## src/rtl/uart_rx_pkg.sv

```systemverilog
// rtl/uart_rx_pkg.sv - shared UART receiver constants and prescale helpers
package uart_rx_pkg;

  localparam int   DEFAULT_PRESCALE_WIDTH = 6;
  localparam logic UART_IDLE_LEVEL        = 1'b1;

  // Tap k (0..2) sits around mid-bit: prescale/2-1, prescale/2, prescale/2+1.
  function automatic int tap_index(input int prescale, input int k);
    return prescale / 2 - 1 + k;
  endfunction

  function automatic logic prescale_legal(input int prescale);
    return (prescale % 2 == 0) && (prescale >= 4);
  endfunction

endpackage

```

## src/rtl/uart_rx_majority3.sv

```systemverilog
// rtl/uart_rx_majority3.sv - combinational 2-of-3 majority vote
module uart_rx_majority3 (
  input  logic a,
  input  logic b,
  input  logic c,
  output logic y
);

  assign y = (a & b) | (a & c) | (b & c);

endmodule

```

## src/rtl/uart_rx_data_sampler.sv

```systemverilog
// rtl/uart_rx_data_sampler.sv - oversampling mid-bit sampler with majority vote
// Optional input synchronizer enabled by defining DATA_SAMPLER_SYNC_EN.
module uart_rx_data_sampler
  import uart_rx_pkg::*;
#(
  parameter int PRESCALE_WIDTH = DEFAULT_PRESCALE_WIDTH
) (
  input  logic                      clk,
  input  logic                      reset,
  input  logic                      enable,
  input  logic                      serial_data,
  input  logic [PRESCALE_WIDTH-1:0] prescale,
  output logic                      sampled_bit,
  output logic                      sample_valid,
  output logic                      bit_done,
  output logic [PRESCALE_WIDTH-1:0] edge_count,
  output logic                      prescale_error
);

  logic line;

`ifdef DATA_SAMPLER_SYNC_EN
  logic sync_meta;
  logic sync_line;

  always_ff @(posedge clk) begin
    if (reset) begin
      sync_meta <= UART_IDLE_LEVEL;
      sync_line <= UART_IDLE_LEVEL;
    end else begin
      sync_meta <= serial_data;
      sync_line <= sync_meta;
    end
  end

  assign line = sync_line;
`else
  assign line = serial_data;
`endif

  logic                      legal;
  logic                      active;
  logic                      hit0;
  logic                      hit1;
  logic                      hit2;
  logic                      last_edge;
  logic                      vote;
  logic                      vote_c;
  logic                      s0;
  logic                      s1;
  logic                      s2;
  logic [PRESCALE_WIDTH-1:0] last_index;

  assign legal      = prescale_legal(int'(prescale));
  assign active     = enable && legal;
  assign last_index = prescale - PRESCALE_WIDTH'(1);
  assign hit0       = active && (int'(edge_count) == tap_index(int'(prescale), 0));
  assign hit1       = active && (int'(edge_count) == tap_index(int'(prescale), 1));
  assign hit2       = active && (int'(edge_count) == tap_index(int'(prescale), 2));
  assign last_edge  = active && (edge_count == last_index);

  // The vote is registered in the T2 cycle, so the third input is the live line.
  assign vote_c = hit2 ? line : s2;

  uart_rx_majority3 u_vote (
    .a (s0),
    .b (s1),
    .c (vote_c),
    .y (vote)
  );

  always_ff @(posedge clk) begin
    if (reset) begin
      edge_count     <= '0;
      s0             <= UART_IDLE_LEVEL;
      s1             <= UART_IDLE_LEVEL;
      s2             <= UART_IDLE_LEVEL;
      sampled_bit    <= UART_IDLE_LEVEL;
      sample_valid   <= 1'b0;
      bit_done       <= 1'b0;
      prescale_error <= 1'b0;
    end else begin
      prescale_error <= !legal;
      sample_valid   <= hit2;
      bit_done       <= last_edge;
      if (hit0) s0 <= line;
      if (hit1) s1 <= line;
      if (hit2) begin
        s2          <= line;
        sampled_bit <= vote;
      end
      // Also catches a count left beyond a newly shortened prescale.
      if (!active || edge_count >= last_index)
        edge_count <= '0;
      else
        edge_count <= edge_count + PRESCALE_WIDTH'(1);
    end
  end

endmodule

```

## config.mk

```make
export PLATFORM = sky130hd
export DESIGN_NAME = uart_rx_data_sampler
export DESIGN_NICKNAME = d
export VERILOG_FILES = /design/src/rtl/uart_rx_pkg.sv /design/src/rtl/uart_rx_majority3.sv /design/src/rtl/uart_rx_data_sampler.sv
export SDC_FILE = /design/constraint.sdc
export NUM_CORES = 1
export LEC_CHECK = 0
export CORE_ASPECT_RATIO = 1.2
export CORE_UTILIZATION = 53
export CTS_CLUSTER_DIAMETER = 40
export DETAILED_ROUTE_END_ITERATION = 10
export GPL_TIMING_DRIVEN = 1
export PLACE_DENSITY = 0.84
export SLEW_MARGIN = 20
export SYNTH_ARGS = -nofsm -noshare
export SYNTH_HDL_FRONTEND = slang
export SYNTH_HIERARCHICAL = 1
export SYNTH_SLANG_ARGS = --single-unit
```

## constraint.sdc

```tcl
create_clock -name clk -period 5 [get_ports clk]
set_input_delay 1 -clock clk [delete_from_list [all_inputs] [get_ports clk]]
set_output_delay 1 -clock clk [all_outputs]
set_load 0.02 [all_outputs]
```

==> key figures, run 1 <==
Clocking
  – # Post-CTS Setup Buffers: 0
  – CTS HTree Levels: 1
  – Clock slew at reported path FFs: 0.08 ns
  – TritonCTS Buffers: 3
  – CTS tree: yes
  – CTS Buffer Depth: 2
  – CTS Root Cell: clkbuf_4
  – Resized cells post-CTS: 0
  – Clock sink total: 13
  – Worst skew pair latency: 0.27 ns
  – CTS Hold Bufs: 0

Routing
  – DR vias: 1,141
  – Drt initial violations: 44
  – ANT nets after route: 0
  – Remaining DRCs: 0
  – Initial DRT Pass Iterations: 4
  – Drt via density: 5.705
  – Routed wire length: 2937 um
  – WL/cell: 14.69 um

Critical path
  – Crit path launch type: input port
  – Critical path endpoint category: flop
  – Crit Path Max Fanout: 9
  – CP required: 5.16 ns
  – Arrival @ worst endpoint: 4.36 ns
  – Crit Path Class: input port to flop

STA
  – # setup viols final: 0
  – Max Freq: 237.7 MHz
  – Fin. Hold Viols: 0
  – RSZ-0062 raised after global routing: false
  – Setup TNS: 0 ns
  – Worst Hold Margin: 0.5134 ns
  – Max-slew violations: 0
  – Fin crit share: 84.14%
  – Crit path time final: 4.207 ns
  – Slew @ Worst Pin: 0.4585 ns
  – Worst Clk Skew: 0.001760 ns
  – Rel. slew slack: 69.20%

Job
  – # Max-Cap Violations: 0

Yosys
  – Gate Count Post-Synth: 156
  – Netlist cell types: 45
  – Mux cell area share after synthesis: 4.431%
  – Synth Area in Adders: 12.99%
  – Largest cells by area after synthesis: dfxtp_1 21%, ha_1 12%, xnor2_1 11%
  – Cell with the most instances after synthesis: nor2_1
  – Post-synth EDFFs: 0
  – Post-Synth XOR/XNOR Area: 18.23%
  – Syn_nets: 178
  – Avg Synthesized Cell Area: 7.964 um2
  – Synth Register Bits: 13
  – Ys async rst share: 0%
  – Largest family of logic cells by synthesized area: simple AND/OR/NAND/NOR gates
  – Top cells by count, synth: 20 x nor2_1, 16 x xnor2_1, 13 x dfxtp_1, 13 x nand2_1, 12 x ha_1
  – Dominant cell type by area after synthesis: dfxtp_1
  – Synth Flop Type: dfxtp_1
  – Simple-gate share of the synthesized area: 26.28%
  – Yosys warns: 6
  – Register area share after synthesis: 20.95%
  – Synth top area share: 20.95%
  – Post-synthesis compound-gate area fraction: 11.78%
  – Post-synthesis instance area: 1242 um2

Floorplanning
  – Core ar.: 2140 um2
  – Initial core utilization: 58.07%
  – Die height: 55.04 um
  – Io pins: 20
  – Die W: 46.20 um
  – FP Rows: 18
  – Full die area: 2543 um2

Place
  – Number of port buffers: 19
  – DPL Wire Length: 2276 um
  – GPL Wtd Cong: 0.9283

Layout
  – Layout cells sized above 1: 6.471%
  – Final #Nets: 193
  – N_diodes: 0
  – Post-Route Utilization: 68.25%
  – Synth-to-Final Area Change: 17.52%

Outcome
  – Outcome: finished clean

GRT
  – Initial antenna violation count: 0
  – Vias in the first global route: 1,107
  – Total Routing Usage GR: 26.77%
  – GRT overflow: 0
  – First-pass GRT wire length: 4740 um
  – Met3 usage: 3.896%
  – M2 GR Usage: 47.89%
  – Largest net degree at the start of global routing: 13
  – Met1 GRT Util: 30.06%
  – Most Crowded Layer GR: met2

Pwr
  – LEAKAGE: 0.5551 nW
  – Worst vdd ir: 0.0001578 V
  – P per Cell Area: 168.9 nW/um2

Worst hold path
  – Worst min path class: flop to flop
[critical path, cell delays in order]
cell,delay (ns)
clkdlybuf4s50_1,0.66
inv_1,0.14
ha_1,0.43
inv_1,0.09
ha_1,0.28
xor2_1,0.17
or3_1,0.32
a32oi_1,0.20
o22ai_1,0.11
nand3_2,0.15
mux2_4,0.32
maj3_2,0.30
nor2_1,0.10
mux2i_1,0.09
[report_power, final]
part           internal (mW)  switching (mW)
Sequential             0.105         0.00112
Combinational         0.0347          0.0425
Clock                 0.0309          0.0328
Total                  0.170          0.0764
[metal layers]
layer	vias to the layer above	wire (um)
met5	-	0
met4	0	83
met3	13	182
met2	49	1509
met1	515	1161
li1	564	-
[stage by stage]
stage | instances | total power [mW] | setup WS, ns | cell area [um2]
floorplan | 156 | 0.1637 | 1.135 | 1242
global placement | 196 | 0.1815 | 0.6452 | 1434
detailed placement | 196 | 0.1844 | 0.5074 | 1434
CTS | 200 | 0.2476 | 0.8050 | 1460
global route | 200 | 0.2604 | 0.5519 | 1460
finish | 200 | 0.2466 | 0.7930 | 1460
[cells in the final DEF (no fill, tap or decap), types with 2 or more instances in the layout]
cell type / n
nand3b_1: 2
clkbuf_4: 3
a21o_1: 2
or3_1: 2
xor2_1: 8
o21ai_1: 2
nor2_1: 20
o21ai_0: 2
a21oi_1: 5
dfxtp_1: 13
a31oi_1: 2
nand3_1: 4
nor4_1: 4
nand2b_1: 3
xnor2_1: 16
inv_1: 6
ha_1: 12
nor2b_1: 2
mux2i_1: 4
clkdlybuf4s50_1: 19
nor3_1: 3
nand2_1: 13
[state kept, by name (all words and copies together) (netlist names)]
signal / count
prescale_error: 1
s0: 1
bit_done: 1
s2: 1
sampled_bit: 1
edge_count: 6
sample_valid: 1
s1: 1
[final timing paths]
kind                                    start     endpoint  slack [ns]  cells after the start
worst min register to register             s2           s2        0.51                      2
worst min-delay path                       s2           s2        0.51                      2
worst max-delay path              prescale[2]  sampled_bit        0.79                     14
worst max register to register  edge_count[4]  sampled_bit        2.44                      8
[layout make-up]
| type | instances | area (um2) |
|---|---|---|
| Timing Repair Buffer | 20 | 197.7 |
| Tap cell | 30 | 37.54 |
| Fill cell | 188 | 679.4 |
| Multi-Input combinational cell | 127 | 915.9 |
| Inverter | 6 | 22.52 |
| Clock buffer | 4 | 26.28 |
| Sequential cell | 13 | 260.3 |
[logic make-up after synthesis]
| logic type | Yosys count |
|---|---|
| buffers and inverters | 16 |
| multiplexers | 5 |
| flip-flops | 13 |
| XOR/XNOR | 25 |
| adder cells (fa/ha/maj) | 13 |
| AO/OA/AOI/OAI | 21 |
| AND/OR/NAND/NOR | 63 |
Power figures use the tool's default switching activity.
==> run 2, diff against run 1 <==
--- a/config.mk
+++ b/config.mk
@@ -6,11 +6,11 @@
 export NUM_CORES = 1
 export LEC_CHECK = 0
 export CORE_ASPECT_RATIO = 1.2
-export CORE_UTILIZATION = 53
+export CORE_UTILIZATION = 48
 export CTS_CLUSTER_DIAMETER = 40
 export DETAILED_ROUTE_END_ITERATION = 10
 export GPL_TIMING_DRIVEN = 1
-export PLACE_DENSITY = 0.84
+export PLACE_DENSITY = 0.81
 export SLEW_MARGIN = 20
 export SYNTH_ARGS = -nofsm -noshare
 export SYNTH_HDL_FRONTEND = slang
==> constraint.sdc (replaced) <==
create_clock -name clk -period 3.8 [get_ports clk]
set_input_delay 0.76 -clock clk [delete_from_list [all_inputs] [get_ports clk]]
set_output_delay 0.76 -clock clk [all_outputs]
set_load 0.02 [all_outputs]
==> key figures, run 2 (synthesized netlist as in run 1, its figures left out) <==
Outcome
  – Outcome: finished clean

Worst hold path
  – Hold path depth: 2
  – Worst min path class: flop to flop
  – Worst Hold End: s0
  – Hold_sp: s0

Layout
  – Final #Nets: 203
  – Max FFs per register: 6
  – Layout cells sized above 1: 11.67%
  – N_diodes: 0
  – Synth-to-Final Area Change: 23.67%
  – Most frequent cells in the layout: 20 x nor2_1, 19 x clkdlybuf4s50_1, 16 x xnor2_1
  – Most common cell after layout, fill and taps aside: nor2_1
  – Design area: 1536 um2
  – Top reg by flops: edge_count
  – Number of fill cells: 200

Clocking
  – Clock sink total: 13
  – Clock slew at reported path FFs: 0.08 ns
  – CTS HTree Levels: 1
  – CTS Root Cell: clkbuf_4
  – TritonCTS Buffers: 3
  – CTS Hold Bufs: 0
  – Resized cells post-CTS: 0
  – CTS Buffer Depth: 2
  – # Post-CTS Setup Buffers: 0
  – CTS tree: yes
  – Worst skew pair latency: 0.28 ns

STA
  – Worst Clk Skew: 0.006577 ns
  – Max Freq: 279.6 MHz
  – Slew @ Worst Pin: 0.4618 ns
  – Max-slew violations: 0
  – Rel. slew slack: 69.17%
  – RSZ-0062 raised after global routing: false
  – Worst Hold Margin: 0.5043 ns
  – # setup viols final: 0
  – Crit path time final: 3.577 ns
  – Fin. Hold Viols: 0
  – Fin crit share: 94.14%

GRT
  – GRT overflow: 0
  – Vias in the first global route: 1,163
  – Initial antenna violation count: 0
  – Largest net degree at the start of global routing: 13
  – Total Routing Usage GR: 23.54%
  – First-pass GRT wire length: 5140 um

Critical path
  – Crit Path Class: input port to flop
  – Reg-to-Reg Start: edge_count[4]
  – Crit Path Max Fanout: 6
  – FF-to-FF path depth: 8
  – Register-to-register setup slack: 1.34 ns
  – Critical path endpoint category: flop
  – Arrival @ worst endpoint: 3.75 ns
  – Largest stage delay on the critical path: 0.48 ns
  – Reg-to-reg endpoint: sampled_bit
  – Slowest-stage cell, CP: clkdlybuf4s50_1
  – Sequence of cells on the critical path: clkdlybuf4s50_1 -> inv_1 -> ha_1 -> xor2_1 -> ha_1 -> xor2_1 -> or3_1 -> a32oi_1 -> o22ai_1 -> nand3_2 -> mux2_4 -> maj3_2 -> nor2_1 -> mux2i_1
  – CP required: 3.97 ns
  – Crit path launch type: input port

Routing
  – Drt initial violations: 33
  – Routed wire length: 3026 um
  – ANT nets after route: 0
  – WL/cell: 14.34 um
  – DR vias: 1,179
  – Drt via density: 5.588
  – Initial DRT Pass Iterations: 4
  – Remaining DRCs: 0

Floorplanning
  – Initial core utilization: 52.26%
  – Full die area: 2797 um2
  – Core ar.: 2377 um2
  – Io pins: 20
  – FP Rows: 19
  – Die W: 48.45 um
  – Die height: 57.73 um

Pwr
  – LEAKAGE: 0.6026 nW
  – P_sw: 0.1029 mW
  – Clock share of power: 25.2%
  – Sw frac: 30.80%
  – Worst vdd ir: 0.0002185 V
  – Flop pwr share: 41.7%
  – Combinational power share: 33.2%
  – Power Internal: 0.2312 mW
  – Total power draw: 0.3342 mW
  – P per Cell Area: 217.5 nW/um2

Place
  – Placed inst area: 1510 um2
  – GPL Wtd Cong: 0.9141
  – Number of port buffers: 19
  – DPL Wire Length: 2342 um

Job
  – # Max-Cap Violations: 0
==> run 2: how the worst max path moves through the flow <==
stage / from / to / slack (ns) / depth (start not counted)
2_1_floorplan: prescale[1] / sampled_bit / 0.17 / 14
3_3_place_gp: prescale[1] / sampled_bit / 0.05 / 12
3_5_place_dp: prescale[1] / sampled_bit / -0.02 / 14
4_1_cts: prescale[1] / sampled_bit / 0.25 / 14
5_1_grt: prescale[1] / sampled_bit / 0.08 / 14
6_report: prescale[1] / sampled_bit / 0.22 / 14
==> run 2: area by class of cell <==
type,instances,area (um2),area share [%]
inverter,6,22.52,1.466
multi-input combinational,127,915.9,59.61
timing repair buffer,30,272.8,17.75
tap,31,38.79,2.524
sequential,13,260.3,16.94
clock buffer,4,26.28,1.710
==> run 2: worst max-delay path: cells and delay by family <==
family                     cells  cell delay, ns
xor gates and xnor gates       2            0.35
and+or+nand+nor                3            0.55
muxes                          2            0.38
buffers and inverters          2            0.56
adders and majority gates      3            0.82
AOI/OAI and AO/OA              2            0.35
==> run 2: metal layers <==
layer  track usage (%)  vias to the layer above  routed length, um
met5                 0                        -                  0
met4             11.76                        0                 45
met3             2.100                        5                102
met2             42.66                       33               1528
met1             27.93                      553               1350
li1                  -                      588                  -
==> run 2: metrics by stage <==
stage | utilization [%] | cells | setup WS (ns) | TNS (ns)
4_1_cts | 64.63 | 211 | 0.2548 | 0
3_5_place_dp | 63.53 | 207 | -0.02416 | -0.02416
6_report | 64.63 | 211 | 0.2228 | 0
2_1_floorplan | - | 156 | 0.1745 | 0
5_1_grt | 64.63 | 211 | 0.07826 | 0
3_3_place_gp | 63.53 | 207 | 0.05387 | 0
==> run 2: power groups by stage <==
| stage | clock, mW | combinational (mW) | sequential [mW] |
|---|---|---|---|
| after floorplan | 0 | 0.0718 | 0.144 |
| after global placement | 0 | 0.105 | 0.142 |
| after detailed placement | 0 | 0.109 | 0.142 |
| after CTS | 0.0850 | 0.110 | 0.139 |
| after global routing | 0.0924 | 0.121 | 0.139 |
| final | 0.0842 | 0.111 | 0.139 |
==> run 3, diff against run 2 <==
--- a/config.mk
+++ b/config.mk
@@ -11,6 +11,7 @@
 export DETAILED_ROUTE_END_ITERATION = 10
 export GPL_TIMING_DRIVEN = 1
 export PLACE_DENSITY = 0.81
+export SETUP_SLACK_MARGIN = 0.4
 export SLEW_MARGIN = 20
 export SYNTH_ARGS = -nofsm -noshare
 export SYNTH_HDL_FRONTEND = slang
==> key figures, run 3 (synthesized netlist as in run 1, its figures left out) <==
Clocking
  – TritonCTS Buffers: 3
  – CTS tree: yes
  – CTS Root Cell: clkbuf_4
  – Worst skew pair latency: 0.27 ns
  – CTS HTree Levels: 1
  – Clock slew at reported path FFs: 0.08 ns
  – Clock sink total: 13
  – CTS Buffer Depth: 2

Routing
  – Highest metal used: met4
  – Routed wire length: 3156 um
  – DR vias: 1,171
  – ANT nets after route: 0
  – WL/cell: 14.68 um
  – Initial DRT Pass Iterations: 5
  – Remaining DRCs: 0
  – Drt initial violations: 36
  – Met2 routed WL: 1680 um
  – Drt via density: 5.447
  – Wire length on met3: 107 um
  – Wl on met1: 1311 um

Pwr
  – LEAKAGE: 0.6403 nW
  – Worst vdd ir: 0.0002781 V
  – P per Cell Area: 213.0 nW/um2

STA
  – Max-slew violations: 0
  – # setup viols final: 0
  – Rel. slew slack: 66.37%
  – Worst Clk Skew: 0.004749 ns
  – Slew @ Worst Pin: 0.5006 ns
  – Setup TNS: 0 ns
  – Fin crit share: 85.11%
  – Max Freq: 309.2 MHz
  – Crit path time final: 3.234 ns
  – Fin. Hold Viols: 0
  – Worst Hold Margin: 0.5013 ns
  – RSZ-0062 raised after global routing: false

Critical path
  – Crit Path Class: input port to flop
  – Arrival @ worst endpoint: 3.40 ns
  – Crit path launch type: input port
  – CP required: 3.96 ns
  – Crit Path Max Fanout: 6
  – Critical path endpoint category: flop

Place
  – DP Cell Count: 205
  – DPL Wire Length: 2372 um
  – Number of port buffers: 19
  – GPL Wtd Cong: 0.8973

Floorplanning
  – Die W: 48.45 um
  – Full die area: 2797 um2
  – Die height: 57.73 um
  – Io pins: 20
  – Initial core utilization: 52.26%
  – Core ar.: 2377 um2
  – FP Rows: 19

Layout
  – Layout cells sized above 1: 17.39%
  – Final #Nets: 207
  – Synth-to-Final Area Change: 29.71%
  – Layout Cells excl Fill: 215
  – Top reg by flops: edge_count
  – N_diodes: 0
  – Most frequent cells in the layout: 20 x nor2_1, 16 x xnor2_1, 16 x clkdlybuf4s50_1
  – Number of fill cells: 204
  – Max FFs per register: 6
  – Most common cell after layout, fill and taps aside: nor2_1

Worst hold path
  – Worst min path class: flop to flop

GRT
  – Vias in the first global route: 1,195
  – GRT overflow: 0
  – Total Routing Usage GR: 23.63%
  – Largest net degree at the start of global routing: 13
  – Initial antenna violation count: 0
  – First-pass GRT wire length: 5209 um

Outcome
  – Outcome: finished clean

Job
  – # Max-Cap Violations: 0
-- run 3: final cells by class --
class | count | area (um2) | area share [%]
inverter | 6 | 25.02 | 1.553
tap | 31 | 38.79 | 2.407
sequential | 13 | 260.3 | 16.15
clock buffer | 4 | 26.28 | 1.630
multi-input combinational | 127 | 954.7 | 59.24
timing repair buffer | 34 | 306.5 | 19.02
-- run 3: power by group --
part           switching [mW]  internal, mW
logic                  0.0622        0.0592
registers             0.00159         0.138
clock network          0.0420        0.0406
-- run 3: critical path: stages --
cell and delay [ns]:
dlygate4sd2_1 0.28, inv_4 0.10, ha_4 0.17, or3b_4 0.40
o41ai_2 0.20, a31oi_1 0.09, or4_4 0.53, nand3_2 0.10
mux2_4 0.30, maj3_2 0.30, nor2_1 0.10, mux2i_1 0.07
-- run 3: per-layer routing --
metal | vias up | GRT usage (%)
li1 | 589 | -
met1 | 541 | 25.97
met2 | 33 | 43.86
met3 | 8 | 2.625
met4 | 0 | 14.29
met5 | - | 0
-- run 3: per-stage QoR --
| stage | area [um2] | util [%] | total power [mW] | setup slack, ns |
|---|---|---|---|---|
| floorplan | 1275 | - | 0.2194 | 0.4062 |
| global placement | 1523 | 64.05 | 0.2495 | 0.08521 |
| detailed placement | 1523 | 64.05 | 0.2534 | 0.04755 |
| CTS | 1578 | 66.37 | 0.3377 | 0.4004 |
| global route | 1612 | 67.79 | 0.3618 | 0.4706 |
| finish | 1612 | 67.79 | 0.3432 | 0.5658 |
-- run 3: repair_timing --
item                                    CTS  global route
cloned                                    0             0
setup buffers                             4             2
pin swaps                                 2             6
gates resized for setup                   1             5
hold buffers                              0             0
endpoints found under the setup margin    1             1
-- run 3: worst paths after layout --
| kind | from | endpoint | slack (ns) | cells after the start |
|---|---|---|---|---|
| max | prescale[1] | sampled_bit | 0.57 | 12 |
| max reg2reg | edge_count[4] | sampled_bit | 1.39 | 8 |
| min reg2reg | s0 | s0 | 0.50 | 2 |
| min | s0 | s0 | 0.50 | 2 |
